===== src/rtl/i_type_pkg.sv =====
// Shared types and decode helpers for the OP-IMM decode stage.
package i_type_pkg;

  localparam logic [6:0] OP_IMM = 7'b0010011;

  typedef enum logic [2:0] {
    ADDI      = 3'd0,
    SLLI      = 3'd1,
    SLTI      = 3'd2,
    SLTIU     = 3'd3,
    XORI      = 3'd4,
    SRLI_SRAI = 3'd5,
    ORI       = 3'd6,
    ANDI      = 3'd7
  } funct3_e;

  typedef enum logic {
    EMPTY = 1'b0,
    FULL  = 1'b1
  } slot_e;

  typedef struct packed {
    logic [6:0]  opcode;
    funct3_e     funct3;
    logic [11:0] imm;
    logic [4:0]  rd;
    logic [4:0]  rs1;
    logic        illegal;
  } dec_t;

  // Shifts only allow a zero upper immediate, except SRAI which sets bit 30.
  function automatic logic is_legal_opimm(input logic [31:0] instr);
    logic shamt_ok;
    case (funct3_e'(instr[14:12]))
      SLLI:      shamt_ok = (instr[31:25] == 7'h00);
      SRLI_SRAI: shamt_ok = (instr[31:25] == 7'h00) || (instr[31:25] == 7'h20);
      default:   shamt_ok = 1'b1;
    endcase
    return (instr[6:0] == OP_IMM) && shamt_ok;
  endfunction

  function automatic dec_t decode_instr(input logic [31:0] instr);
    dec_t d;
    d.opcode  = instr[6:0];
    d.funct3  = funct3_e'(instr[14:12]);
    d.imm     = instr[31:20];
    d.rd      = instr[11:7];
    d.rs1     = instr[19:15];
    d.illegal = !is_legal_opimm(instr);
    return d;
  endfunction

endpackage


===== src/rtl/i_decode_stage_if.sv =====
// Instruction input, writeback and ALU-side output bundle of the decode stage.
interface i_decode_stage_if #(
  parameter int XLEN  = 32,
  parameter int CNT_W = 16
);
  logic             in_valid;
  logic             in_ready;
  logic [31:0]      in_instr;
  logic             wb_en;
  logic [4:0]       wb_rd;
  logic [XLEN-1:0]  wb_data;
  logic             out_valid;
  logic             out_ready;
  logic [6:0]       out_opcode;
  logic [2:0]       out_funct3;
  logic [11:0]      out_imm;
  logic [XLEN-1:0]  out_in1;
  logic [4:0]       out_rd;
  logic             out_illegal;
  logic [CNT_W-1:0] illegal_cnt;

  modport master (
    output in_valid, in_instr, wb_en, wb_rd, wb_data, out_ready,
    input  in_ready, out_valid, out_opcode, out_funct3, out_imm, out_in1,
           out_rd, out_illegal, illegal_cnt
  );

  modport slave (
    input  in_valid, in_instr, wb_en, wb_rd, wb_data, out_ready,
    output in_ready, out_valid, out_opcode, out_funct3, out_imm, out_in1,
           out_rd, out_illegal, illegal_cnt
  );
endinterface


===== src/rtl/i_regfile.sv =====
// Architectural register file: one async read, one write port, x0 reads zero.
module i_regfile #(
  parameter int XLEN  = 32,
  parameter int NREGS = 32,
  parameter int AW    = $clog2(NREGS)
) (
  input  logic            clk,
  input  logic            rst_n,
  input  logic            we_i,
  input  logic [AW-1:0]   waddr_i,
  input  logic [XLEN-1:0] wdata_i,
  input  logic [AW-1:0]   raddr_i,
  output logic [XLEN-1:0] rdata_o
);
  logic [XLEN-1:0] regs_q [NREGS];

  // Register array; writes to x0 are dropped.
  always_ff @(posedge clk or negedge rst_n) begin
    if (!rst_n) begin
      for (int i = 0; i < NREGS; i++) begin
        regs_q[i] <= '0;
      end
    end else if (we_i && (waddr_i != '0)) begin
      regs_q[waddr_i] <= wdata_i;
    end
  end

  assign rdata_o = (raddr_i == '0) ? '0 : regs_q[raddr_i];
endmodule


===== src/rtl/i_decode_stage.sv =====
// OP-IMM decode/operand-fetch stage with a one-entry output slot.
// Optional macro I_DECODE_BYPASS_EN forwards same-cycle writebacks into rs1.
module i_decode_stage
  import i_type_pkg::*;
#(
  parameter int XLEN  = 32,
  parameter int NREGS = 32,
  parameter int CNT_W = 16
) (
  input logic              clk,
  input logic              rst_n,
  i_decode_stage_if.slave  bus
);
  slot_e            state_q, state_d;
  dec_t             dec_s;
  logic             accept_s;
  logic [XLEN-1:0]  rf_rdata_s;
  logic [XLEN-1:0]  operand_s;
  logic [6:0]       opcode_q, opcode_d;
  logic [2:0]       funct3_q, funct3_d;
  logic [11:0]      imm_q, imm_d;
  logic [4:0]       rd_q, rd_d;
  logic [XLEN-1:0]  in1_q, in1_d;
  logic             illegal_q, illegal_d;
  logic [CNT_W-1:0] cnt_q, cnt_d;

  assign dec_s        = decode_instr(bus.in_instr);
  assign bus.in_ready = (state_q == EMPTY) || bus.out_ready;
  assign accept_s     = bus.in_valid && bus.in_ready;

  i_regfile #(.XLEN(XLEN), .NREGS(NREGS)) u_regfile (
    .clk     (clk),
    .rst_n   (rst_n),
    .we_i    (bus.wb_en),
    .waddr_i (bus.wb_rd),
    .wdata_i (bus.wb_data),
    .raddr_i (dec_s.rs1),
    .rdata_o (rf_rdata_s)
  );

`ifdef I_DECODE_BYPASS_EN
  logic [4:0] rs1_q, rs1_d;
  logic       hold_hit_s;

  assign operand_s  = (bus.wb_en && (bus.wb_rd == dec_s.rs1) && (dec_s.rs1 != 5'd0))
                      ? bus.wb_data : rf_rdata_s;
  // A stalled slot tracks writebacks to its own source register.
  assign hold_hit_s = (state_q == FULL) && !bus.out_ready && bus.wb_en &&
                      (bus.wb_rd == rs1_q) && (rs1_q != 5'd0);
  assign rs1_d      = accept_s ? dec_s.rs1 : rs1_q;

  // Held source register index for the stall-time bypass.
  always_ff @(posedge clk or negedge rst_n) begin
    if (!rst_n) begin
      rs1_q <= 5'd0;
    end else begin
      rs1_q <= rs1_d;
    end
  end
`else
  assign operand_s = rf_rdata_s;
`endif

  // Slot next-state, payload capture and saturating illegal counter.
  always_comb begin
    state_d   = state_q;
    opcode_d  = opcode_q;
    funct3_d  = funct3_q;
    imm_d     = imm_q;
    rd_d      = rd_q;
    in1_d     = in1_q;
    illegal_d = illegal_q;
    cnt_d     = cnt_q;
    case (state_q)
      EMPTY:   state_d = accept_s ? FULL : EMPTY;
      FULL:    state_d = (bus.out_ready && !accept_s) ? EMPTY : FULL;
      default: state_d = EMPTY;
    endcase
    if (accept_s) begin
      opcode_d  = dec_s.opcode;
      funct3_d  = dec_s.funct3;
      imm_d     = dec_s.imm;
      rd_d      = dec_s.rd;
      in1_d     = operand_s;
      illegal_d = dec_s.illegal;
`ifdef I_DECODE_BYPASS_EN
    end else if (hold_hit_s) begin
      in1_d = bus.wb_data;
`endif
    end else begin
      in1_d = in1_q;
    end
    if (accept_s && dec_s.illegal && (cnt_q != {CNT_W{1'b1}})) begin
      cnt_d = cnt_q + CNT_W'(1);
    end else begin
      cnt_d = cnt_q;
    end
  end

  // Slot state, payload and counter registers.
  always_ff @(posedge clk or negedge rst_n) begin
    if (!rst_n) begin
      state_q   <= EMPTY;
      opcode_q  <= 7'd0;
      funct3_q  <= 3'd0;
      imm_q     <= 12'd0;
      rd_q      <= 5'd0;
      in1_q     <= '0;
      illegal_q <= 1'b0;
      cnt_q     <= '0;
    end else begin
      state_q   <= state_d;
      opcode_q  <= opcode_d;
      funct3_q  <= funct3_d;
      imm_q     <= imm_d;
      rd_q      <= rd_d;
      in1_q     <= in1_d;
      illegal_q <= illegal_d;
      cnt_q     <= cnt_d;
    end
  end

  assign bus.out_valid   = (state_q == FULL);
  assign bus.out_opcode  = opcode_q;
  assign bus.out_funct3  = funct3_q;
  assign bus.out_imm     = imm_q;
  assign bus.out_rd      = rd_q;
  assign bus.out_in1     = in1_q;
  assign bus.out_illegal = illegal_q;
  assign bus.illegal_cnt = cnt_q;
endmodule


===== src/flat_wrapper.sv =====
// flat-port wrapper written by rule: the top's interface ports become plain ports
module i_decode_stage_flat import i_type_pkg::*;
#(
  parameter int XLEN  = 32,
  parameter int NREGS = 32,
  parameter int CNT_W = 16
)
  (clk, rst_n, bus_in_valid, bus_in_instr, bus_wb_en, bus_wb_rd, bus_wb_data, bus_out_ready, bus_in_ready, bus_out_valid, bus_out_opcode, bus_out_funct3, bus_out_imm, bus_out_in1, bus_out_rd, bus_out_illegal, bus_illegal_cnt);
  i_decode_stage_if #(.XLEN(XLEN), .CNT_W(CNT_W)) bus_i ();
  input logic clk;
  input logic rst_n;
  input wire logic [$bits(bus_i.in_valid)-1:0] bus_in_valid;
  input wire logic [$bits(bus_i.in_instr)-1:0] bus_in_instr;
  input wire logic [$bits(bus_i.wb_en)-1:0] bus_wb_en;
  input wire logic [$bits(bus_i.wb_rd)-1:0] bus_wb_rd;
  input wire logic [$bits(bus_i.wb_data)-1:0] bus_wb_data;
  input wire logic [$bits(bus_i.out_ready)-1:0] bus_out_ready;
  output wire logic [$bits(bus_i.in_ready)-1:0] bus_in_ready;
  output wire logic [$bits(bus_i.out_valid)-1:0] bus_out_valid;
  output wire logic [$bits(bus_i.out_opcode)-1:0] bus_out_opcode;
  output wire logic [$bits(bus_i.out_funct3)-1:0] bus_out_funct3;
  output wire logic [$bits(bus_i.out_imm)-1:0] bus_out_imm;
  output wire logic [$bits(bus_i.out_in1)-1:0] bus_out_in1;
  output wire logic [$bits(bus_i.out_rd)-1:0] bus_out_rd;
  output wire logic [$bits(bus_i.out_illegal)-1:0] bus_out_illegal;
  output wire logic [$bits(bus_i.illegal_cnt)-1:0] bus_illegal_cnt;
  assign bus_i.in_valid = bus_in_valid;
  assign bus_i.in_instr = bus_in_instr;
  assign bus_i.wb_en = bus_wb_en;
  assign bus_i.wb_rd = bus_wb_rd;
  assign bus_i.wb_data = bus_wb_data;
  assign bus_i.out_ready = bus_out_ready;
  assign bus_in_ready = bus_i.in_ready;
  assign bus_out_valid = bus_i.out_valid;
  assign bus_out_opcode = bus_i.out_opcode;
  assign bus_out_funct3 = bus_i.out_funct3;
  assign bus_out_imm = bus_i.out_imm;
  assign bus_out_in1 = bus_i.out_in1;
  assign bus_out_rd = bus_i.out_rd;
  assign bus_out_illegal = bus_i.out_illegal;
  assign bus_illegal_cnt = bus_i.illegal_cnt;
  i_decode_stage #(.XLEN(XLEN), .NREGS(NREGS), .CNT_W(CNT_W)) u_core (.clk(clk), .rst_n(rst_n), .bus(bus_i));
endmodule

===== config.mk =====
export PLATFORM = sky130hd
export DESIGN_NAME = i_decode_stage_flat
export DESIGN_NICKNAME = d
export VERILOG_FILES = /design/src/rtl/i_type_pkg.sv /design/src/rtl/i_decode_stage_if.sv /design/src/rtl/i_regfile.sv /design/src/rtl/i_decode_stage.sv /design/src/flat_wrapper.sv
export SDC_FILE = /design/constraint.sdc
export NUM_CORES = 1
export LEC_CHECK = 0
export ABC_AREA = 1
export CAP_MARGIN = 20
export CELL_PAD_IN_SITES_DETAIL_PLACEMENT = 1
export CELL_PAD_IN_SITES_GLOBAL_PLACEMENT = 2
export CORE_ASPECT_RATIO = 0.75
export CORE_MARGIN = 5
export CORE_UTILIZATION = 35
export CTS_CLUSTER_DIAMETER = 40
export DETAILED_ROUTE_END_ITERATION = 12
export PLACE_DENSITY = 0.81
export SLEW_MARGIN = 0
export SYNTH_ARGS = -nofsm -noshare
export SYNTH_HDL_FRONTEND = slang
export SYNTH_SLANG_ARGS = --single-unit

===== constraint.sdc =====
create_clock -name clk -period 2.3 [get_ports clk]
set_input_delay 0.345 -clock clk [delete_from_list [all_inputs] [get_ports clk]]
set_output_delay 0.345 -clock clk [all_outputs]
set_load 0.02 [all_outputs]

==> summary.txt, run 1 <==
Outcome
  • Status: finished, final reports clean

Logic synthesis
  • Number of different library cells in the post-synthesis netlist: 22
  • Syn Inst Count: ~6200
  • Largest family of logic cells by synthesized area: simple AND/OR/NAND/NOR gates
  • Xor and xnor area share after synthesis: less than 1%
  • Syn. warnings: 0
  • Synthesis-stage register bit count: 1101
  • Compound-cell area share of the yosys netlist: between 10% and 20%
  • Fraction of synthesized area in multiplexers: 0%
  • Post-Synth Adder-Cell Area: less than 1%
  • Post-Synthesis Cell Area: just under 50000 um2
  • Net count after synthesis: 6266
  • Sequential-to-total area share from yosys stat: between 50% and 60%
  • Mean instance size in the synthesized netlist: between 7 and 8 um2
  • Post-synthesis simple-gate area fraction: a little over a quarter

Floorplan
  • Rows: ~120
  • Area of the die: between 100000 and 150000 um2
  • Die X: between 400 and 500 um
  • IO Count: between 150 and 200
  • Placeable core area: 140000 um2
  • Initial standard-cell utilization of the core: 35.1%
  • Die boundary height: ~330 um

Setup path
  • Crit path capture type: output pin
  • Critical Path Max Stage Delay: between 0.6 and 0.7 ns
  • Critical path launch point type: flip-flop
  • CP Data Required Time: between 1.5 and 2 ns
  • Gate family responsible for the most delay along the worst path: buffers and inverters
  • Cells along the critical path: clkdlybuf4s50_1
  • Critical path class: flip-flop to output pin
  • Endpoint arrival time on the critical path: roughly 1.9 ns
  • Biggest fanout along the worst timing path: 5
  • CP max-delay cell: clkdlybuf4s50_1
  • Number of buffer and inverter instances along the worst setup path: 1

STA
  • Slew of the pin with the lowest slew margin: 0.618 ns
  • Highest clock rate: 449 MHz
  • Headroom to the max-slew limit: around 59%
  • Setup slack of the critical path after layout: between 0.07 and 0.08 ns
  • Number of pins with negative max-slew slack in the final report: 0
  • Count of endpoints failing setup in the final report: 0
  • Final period demand of the worst path: 2.23 ns
  • Total negative setup slack: 0 ns
  • Fraction of the cycle the final worst path needs: a little over nine tenths
  • Setup repair after global routing missed its margin: no
  • Post-Route Skew: slightly above 0.03 ns
  • Number of hold violations in the final report: 0

Routing
  • Routed metal-1 wire length: between 80000 and 90000 um
  • DR iter-0 viols: between 3000 and 4000
  • Detail Route met2 WL: around 80000 um
  • DRT Pass-1 Iters: 5
  • Total wire length: 179000 um
  • DR vias: between 40000 and 50000
  • Uppermost layer routed: met5
  • DRC violation count after routing: 0
  • Drt wl/cell: approximately 22 um
  • ANT nets after route: 0
  • Met3 wire length: ~8600 um
  • Via density per instance: roughly 5.3

Global routing
  • Via count of the first global-routing pass: between 40000 and 50000
  • GRT overflow: 0
  • Tot GR Track Use: between 20% and 30%
  • First-pass GRT wire length: 277000 um
  • Largest net degree at the start of global routing: just under 80
  • Initial antenna violation count: 8

Clocking
  • CTS tree: yes
  • Num Clock Sinks: roughly 1100
  • Maximum number of buffers from clock root to sink: 3
  • CTS H-tree depth: 4
  • Num CTS Buffers: between 150 and 200
  • Total setup buffers inserted after CTS: 0
  • Clock transition at the registers of the reported paths: around 0.050 ns
  • Clock latency reported for the late side of the worst-skew pair: a little under 0.8 ns
  • Clock Tree Root: clkbuf_16

Layout
  • Area of combinational cells with multiple inputs: between 15000 and 20000 um2
  • Area added between synthesis and finish: 21.7%
  • Net count, final: approximately 6300
  • Commonest cells after routing, fill and taps aside: 2540 x nand2_1, 1101 x dfrtp_1, 943 x o21ai_0, 572 x nand3_1, 222 x a21oi_1
  • Leading cell type in the layout, fill and taps excluded: nand2_1
  • Fin util: a little over two fifths
  • Register Area: 27600 um2
  • Filler Cells Inserted: ~16000
  • Fraction of final layout cells with drive strength greater than 1: just under 9%

Pwr
  • PwrDens: roughly 970 nW/um2
  • Maximum vdd ir drop: just over 0.8 mV
  • Lkg Pwr: about 29 nW

Worst hold path
  • Min-Delay Path Class: primary input to async pin

Run
  • Max-cap violations: 0

Place
  • Post-placement worst setup slack: around 0.096 ns
  • RD Place Congestion: slightly below 0.8
  • IO Port Bufs: 151
  • Placed wire-length estimate after detailed placement: about 110000 um
## worst reg2reg max path, stage by stage, from the launching register on
cell	delay, ns
dfrtp_1	0.42
ha_1	0.25
nand3_1	0.13
nor2_1	0.25
nand4_1	0.19
nand3_1	0.17
buf_12	0.16
nand2_1	0.05
o21ai_0	0.08
## flip-flops by register name, summed over array words and instances, names as in the netlist
name,count
u_core.bus.out_rd,5
u_core.u_regfile.regs_q,1024
u_core.bus.out_valid,1
u_core.bus.out_imm,12
u_core.bus.out_illegal,1
u_core.bus.out_in1,32
u_core.bus.out_opcode,7
u_core.bus.out_funct3,3
u_core.bus.illegal_cnt,16
## metal layers
metal | global-route usage [%] | up-vias
met5 | 0.730 | -
met4 | 6.05 | 2
met3 | 3.64 | 225
met2 | 37.8 | 924
met1 | 34.8 | 22026
li1 | - | 20106
## what timing repair did
action	in CTS	in global routing
hold buffers	1	0
resized for setup	2	1
gates cloned	0	0
endpoints found under the setup margin	2	1
endpoints found under the hold margin	414	0
## final timing paths
kind	startpoint	endpoint	slack [ns]	cells past startpoint
worst max-delay path	u_core.bus.illegal_cnt[8]	bus_illegal_cnt[8]	0.07	1
worst min-delay path	rst_n	u_core.u_regfile.regs_q[933]	0.08	2
worst max register to register	u_core.bus.illegal_cnt[1]	u_core.bus.illegal_cnt[13]	0.50	8
worst min register to register	u_core.u_regfile.regs_q[997]	u_core.u_regfile.regs_q[997]	0.38	0
max in group asynchronous	rst_n	u_core.u_regfile.regs_q[854]	1.20	4
min in group clk	bus_in_instr[11]	u_core.bus.out_rd[4]	0.11	3
## cells in the mapped netlist
cell      count  area, um2
inv_1        60        225
nor2_2        1       6.26
nand2_1    2559       9610
nor2_1      113        424
inv_2         2       7.51
nor4_4        2       42.5
a21o_1        1       7.51
o21ai_0     943       4720
xnor2_1       7       61.3
nor3_1       12       60.1
buf_2        21        105
a21oi_1     222       1110
dfrtp_1    1101      27600
nor3_2        2       20.0
ha_1          1       12.5
clkbuf_1    503       1890
nand3_1     572       2860
nand3b_1     31        233
buf_1        15       56.3
nand4_1       5       31.3
nand2_2      12       75.1
xor2_1        6       52.6
## logic make-up (layout without fill, tap and decap cells)
kind of cell / after synthesis / after routing
xor gates and xnor gates: 13 / 13
AOI/OAI and AO/OA: 1166 / 1166
other: 0 / 2
and+or+nand+nor: 3309 / 3309
DFF: 1101 / 1101
buffers and inverters: 601 / 747
adders and majority gates: 1 / 1
## layout make-up
class	instances	share of cell area, %
multi-input combinational	4489	32.6
inverter	62	0.414
timing repair buffer	402	7.99
sequential	1101	46.0
tap	1875	3.92
antenna	2	0.00836
clock inverter	89	1.84
clock buffer	194	7.17
## metrics by stage
step	instances	hold WS (ns)	instance area [um2]	power, mW
after detailed placement	7928	0.295	54400	33.4
after floorplan	6191	0.0494	49200	29.9
after global routing	8213	0.0840	59800	61.0
after CTS	8212	0.0512	59800	58.6
final	8214	0.0848	59800	58.0
after global placement	7928	0.303	54400	32.9
## report_power, final
group,switching [mW],leakage [nW],internal (mW)
combinational,5.00,11.8,3.27
clock,9.63,2.58,15.3
sequential,1.96,14.2,22.9
total,16.6,28.6,41.4
Note: power is estimated with default switching activity, not from simulation.
==> inputs of run 2 (changes only) <==
--- a/config.mk
+++ b/config.mk
@@ -8,13 +8,13 @@
 export ABC_AREA = 1
 export CAP_MARGIN = 20
 export CELL_PAD_IN_SITES_DETAIL_PLACEMENT = 1
-export CELL_PAD_IN_SITES_GLOBAL_PLACEMENT = 2
+export CELL_PAD_IN_SITES_GLOBAL_PLACEMENT = 1
 export CORE_ASPECT_RATIO = 0.75
 export CORE_MARGIN = 5
 export CORE_UTILIZATION = 35
 export CTS_CLUSTER_DIAMETER = 40
 export DETAILED_ROUTE_END_ITERATION = 12
-export PLACE_DENSITY = 0.81
+export PLACE_DENSITY = 0.69
 export SLEW_MARGIN = 0
 export SYNTH_ARGS = -nofsm -noshare
 export SYNTH_HDL_FRONTEND = slang
==> run 2 against run 1 <==
Against the previous run: sequential cell count stayed put; sequential power hardly changed; non-clock buffer count is 35 lower; critical path type unchanged; final cell count is 0.73% lower; critical path depth stayed put.
==> summary.txt, run 2 (synthesis gave the netlist of run 1 again) <==
Pwr
  • Lkg Pwr: between 20 and 30 nW
  • Maximum vdd ir drop: 0.832 mV
  • PwrDens: between 900 and 1000 nW/um2

STA
  • Fraction of the cycle the final worst path needs: 96.5%
  • Number of hold violations in the final report: 0
  • Setup repair after global routing missed its margin: no
  • Total negative setup slack: 0 ns
  • Headroom to the max-slew limit: 56.0%
  • Number of pins with negative max-slew slack in the final report: 0
  • Count of endpoints failing setup in the final report: 0
  • Post-Route Skew: between 0.02 and 0.03 ns
  • Final period demand of the worst path: about 2.2 ns
  • Slew of the pin with the lowest slew margin: around 0.66 ns
  • Setup slack of the critical path after layout: 0.0795 ns
  • Highest clock rate: ~450 MHz

Routing
  • ANT nets after route: 0
  • Via density per instance: ~5.3
  • DRC violation count after routing: 0
  • DR iter-0 viols: a little under 4000
  • DRT Pass-1 Iters: 5
  • Total wire length: about 180000 um
  • Drt wl/cell: 21.7 um
  • DR vias: ~43000

Setup path
  • Critical path class: flip-flop to output pin
  • CP Data Required Time: between 1.5 and 2 ns
  • Gate family responsible for the most delay along the worst path: buffers and inverters
  • Biggest fanout along the worst timing path: 5
  • Number of buffer and inverter instances along the worst setup path: 1
  • Critical path launch point type: flip-flop
  • Cells along the critical path: clkdlybuf4s50_1
  • CP max-delay cell: clkdlybuf4s50_1
  • Critical Path Max Stage Delay: 0.65 ns
  • Crit path capture type: output pin
  • Endpoint arrival time on the critical path: 1.88 ns

Global routing
  • First-pass GRT wire length: between 200000 and 300000 um
  • GRT overflow: 0
  • Largest net degree at the start of global routing: approximately 110
  • Via count of the first global-routing pass: approximately 45000
  • Tot GR Track Use: 23.8%
  • Initial antenna violation count: 3

Layout
  • Register ranked first by flip-flop count: u_core.u_regfile.regs_q
  • Fraction of final layout cells with drive strength greater than 1: 7.95%
  • Net count, final: 6240
  • Filler Cells Inserted: ~17000
  • Leading cell type in the layout, fill and taps excluded: nand2_1
  • Commonest cells after routing, fill and taps aside: 2540 x nand2_1, 1101 x dfrtp_1, 943 x o21ai_0, 572 x nand3_1, 222 x a21oi_1
  • Number of flip-flops under the largest register name: 1024
  • Area added between synthesis and finish: 20.3%

Floorplan
  • Area of the die: 148000 um2
  • Initial standard-cell utilization of the core: between 30% and 40%
  • Placeable core area: roughly 140000 um2
  • IO Count: roughly 150
  • Rows: ~120
  • Die boundary height: roughly 330 um
  • Die X: about 440 um

Clocking
  • CTS H-tree depth: 4
  • Num CTS Buffers: 144
  • Clock transition at the registers of the reported paths: 0.06 ns
  • Clock latency reported for the late side of the worst-skew pair: between 0.7 and 0.8 ns
  • Num Clock Sinks: 1101
  • Clock Tree Root: clkbuf_16
  • Maximum number of buffers from clock root to sink: 3
  • Total setup buffers inserted after CTS: 0
  • CTS tree: yes

Place
  • Post-placement worst setup slack: roughly 0.094 ns
  • RD Place Congestion: slightly below 0.8
  • IO Port Bufs: around 150
  • Placed wire-length estimate after detailed placement: ~100000 um

Run
  • Max-cap violations: 0

Outcome
  • Status: finished, final reports clean

Worst hold path
  • Min-Delay Path Class: primary input to async pin
run 2: cell types whose count changed in the layout (fill, tap and decap cells not counted), sizes merged:
| cell | previous run | this run |
|---|---|---|
| inv | 83 | 77 |
| dlymetal6s2s | 1 | 0 |
| buf | 256 | 220 |
| clkdlybuf4s50 | 142 | 141 |
| clkinv | 28 | 27 |
| clkinvlp | 23 | 11 |
| clkbuf | 194 | 189 |
| dlygate4sd2 | 2 | 4 |
run 2: cell type report:
type	count	area [um2]	share of cell area [%]
inverter	62	248	0.419
clock inverter	70	913	1.54
multi-input combinational	4489	19500	33.0
tap	1875	2350	3.97
sequential	1101	27600	46.6
antenna	2	5.00	0.00846
timing repair buffer	367	4530	7.65
clock buffer	188	4040	6.82
run 2: metal layers:
| layer | wire length, um | up-vias | GRT usage [%] |
|---|---|---|---|
| met1 | 84400 | 22166 | 34.5 |
| li1 | - | 19967 | - |
| met5 | 13 | - | 0 |
| met3 | 10800 | 226 | 4.29 |
| met4 | 4140 | 2 | 6.81 |
| met2 | 77800 | 1048 | 36.8 |
run 2: report_power, final:
| part | switching, mW | total (mW) | internal (mW) |
|---|---|---|---|
| combinational | 5.02 | 8.27 | 3.25 |
| clock | 9.14 | 23.5 | 14.4 |
| sequential | 1.98 | 24.8 | 22.9 |
run 2: worst reg2reg max path, stage by stage, from the launching register on:
cell and delay (ns):
dfrtp_1 0.44, ha_1 0.25, nand3_1 0.13, nor2_1 0.21, nand4_1 0.18, nand3_1 0.12
buf_4 0.24, o21ai_0 0.13
run 2: final timing paths:
kind | startpoint | endpoint | slack (ns) | cells past startpoint
worst min register to register | u_core.u_regfile.regs_q[1012] | u_core.u_regfile.regs_q[1012] | 0.38 | 0
worst max-delay path | u_core.bus.illegal_cnt[5] | bus_illegal_cnt[5] | 0.08 | 1
min in group clk | bus_in_instr[10] | u_core.bus.out_rd[3] | 0.11 | 3
worst min-delay path | rst_n | u_core.u_regfile.regs_q[383] | 0.10 | 2
worst max register to register | u_core.bus.illegal_cnt[0] | u_core.bus.illegal_cnt[6] | 0.49 | 7
max in group asynchronous | rst_n | u_core.bus.out_in1[0] | 1.20 | 4
run 2: through the flow:
stage	hold slack [ns]	cell area (um2)	std cells	total power [mW]	util, %
after floorplan	0.0494	49200	6191	29.9	-
after global placement	0.296	54200	7893	32.9	38.7
after detailed placement	0.300	54200	7893	33.4	38.7
after CTS	0.0436	59100	8152	57.1	42.3
after global routing	0.113	59100	8153	59.6	42.3
final	0.103	59100	8154	56.6	42.3
run 2: timing repair:
| action | CTS | global route |
|---|---|---|
| endpoints found under the setup margin | 4 | 0 |
| hold buffers | 1 | 0 |
| endpoints found under the hold margin | 642 | 0 |
| gates resized for setup | 4 | 0 |
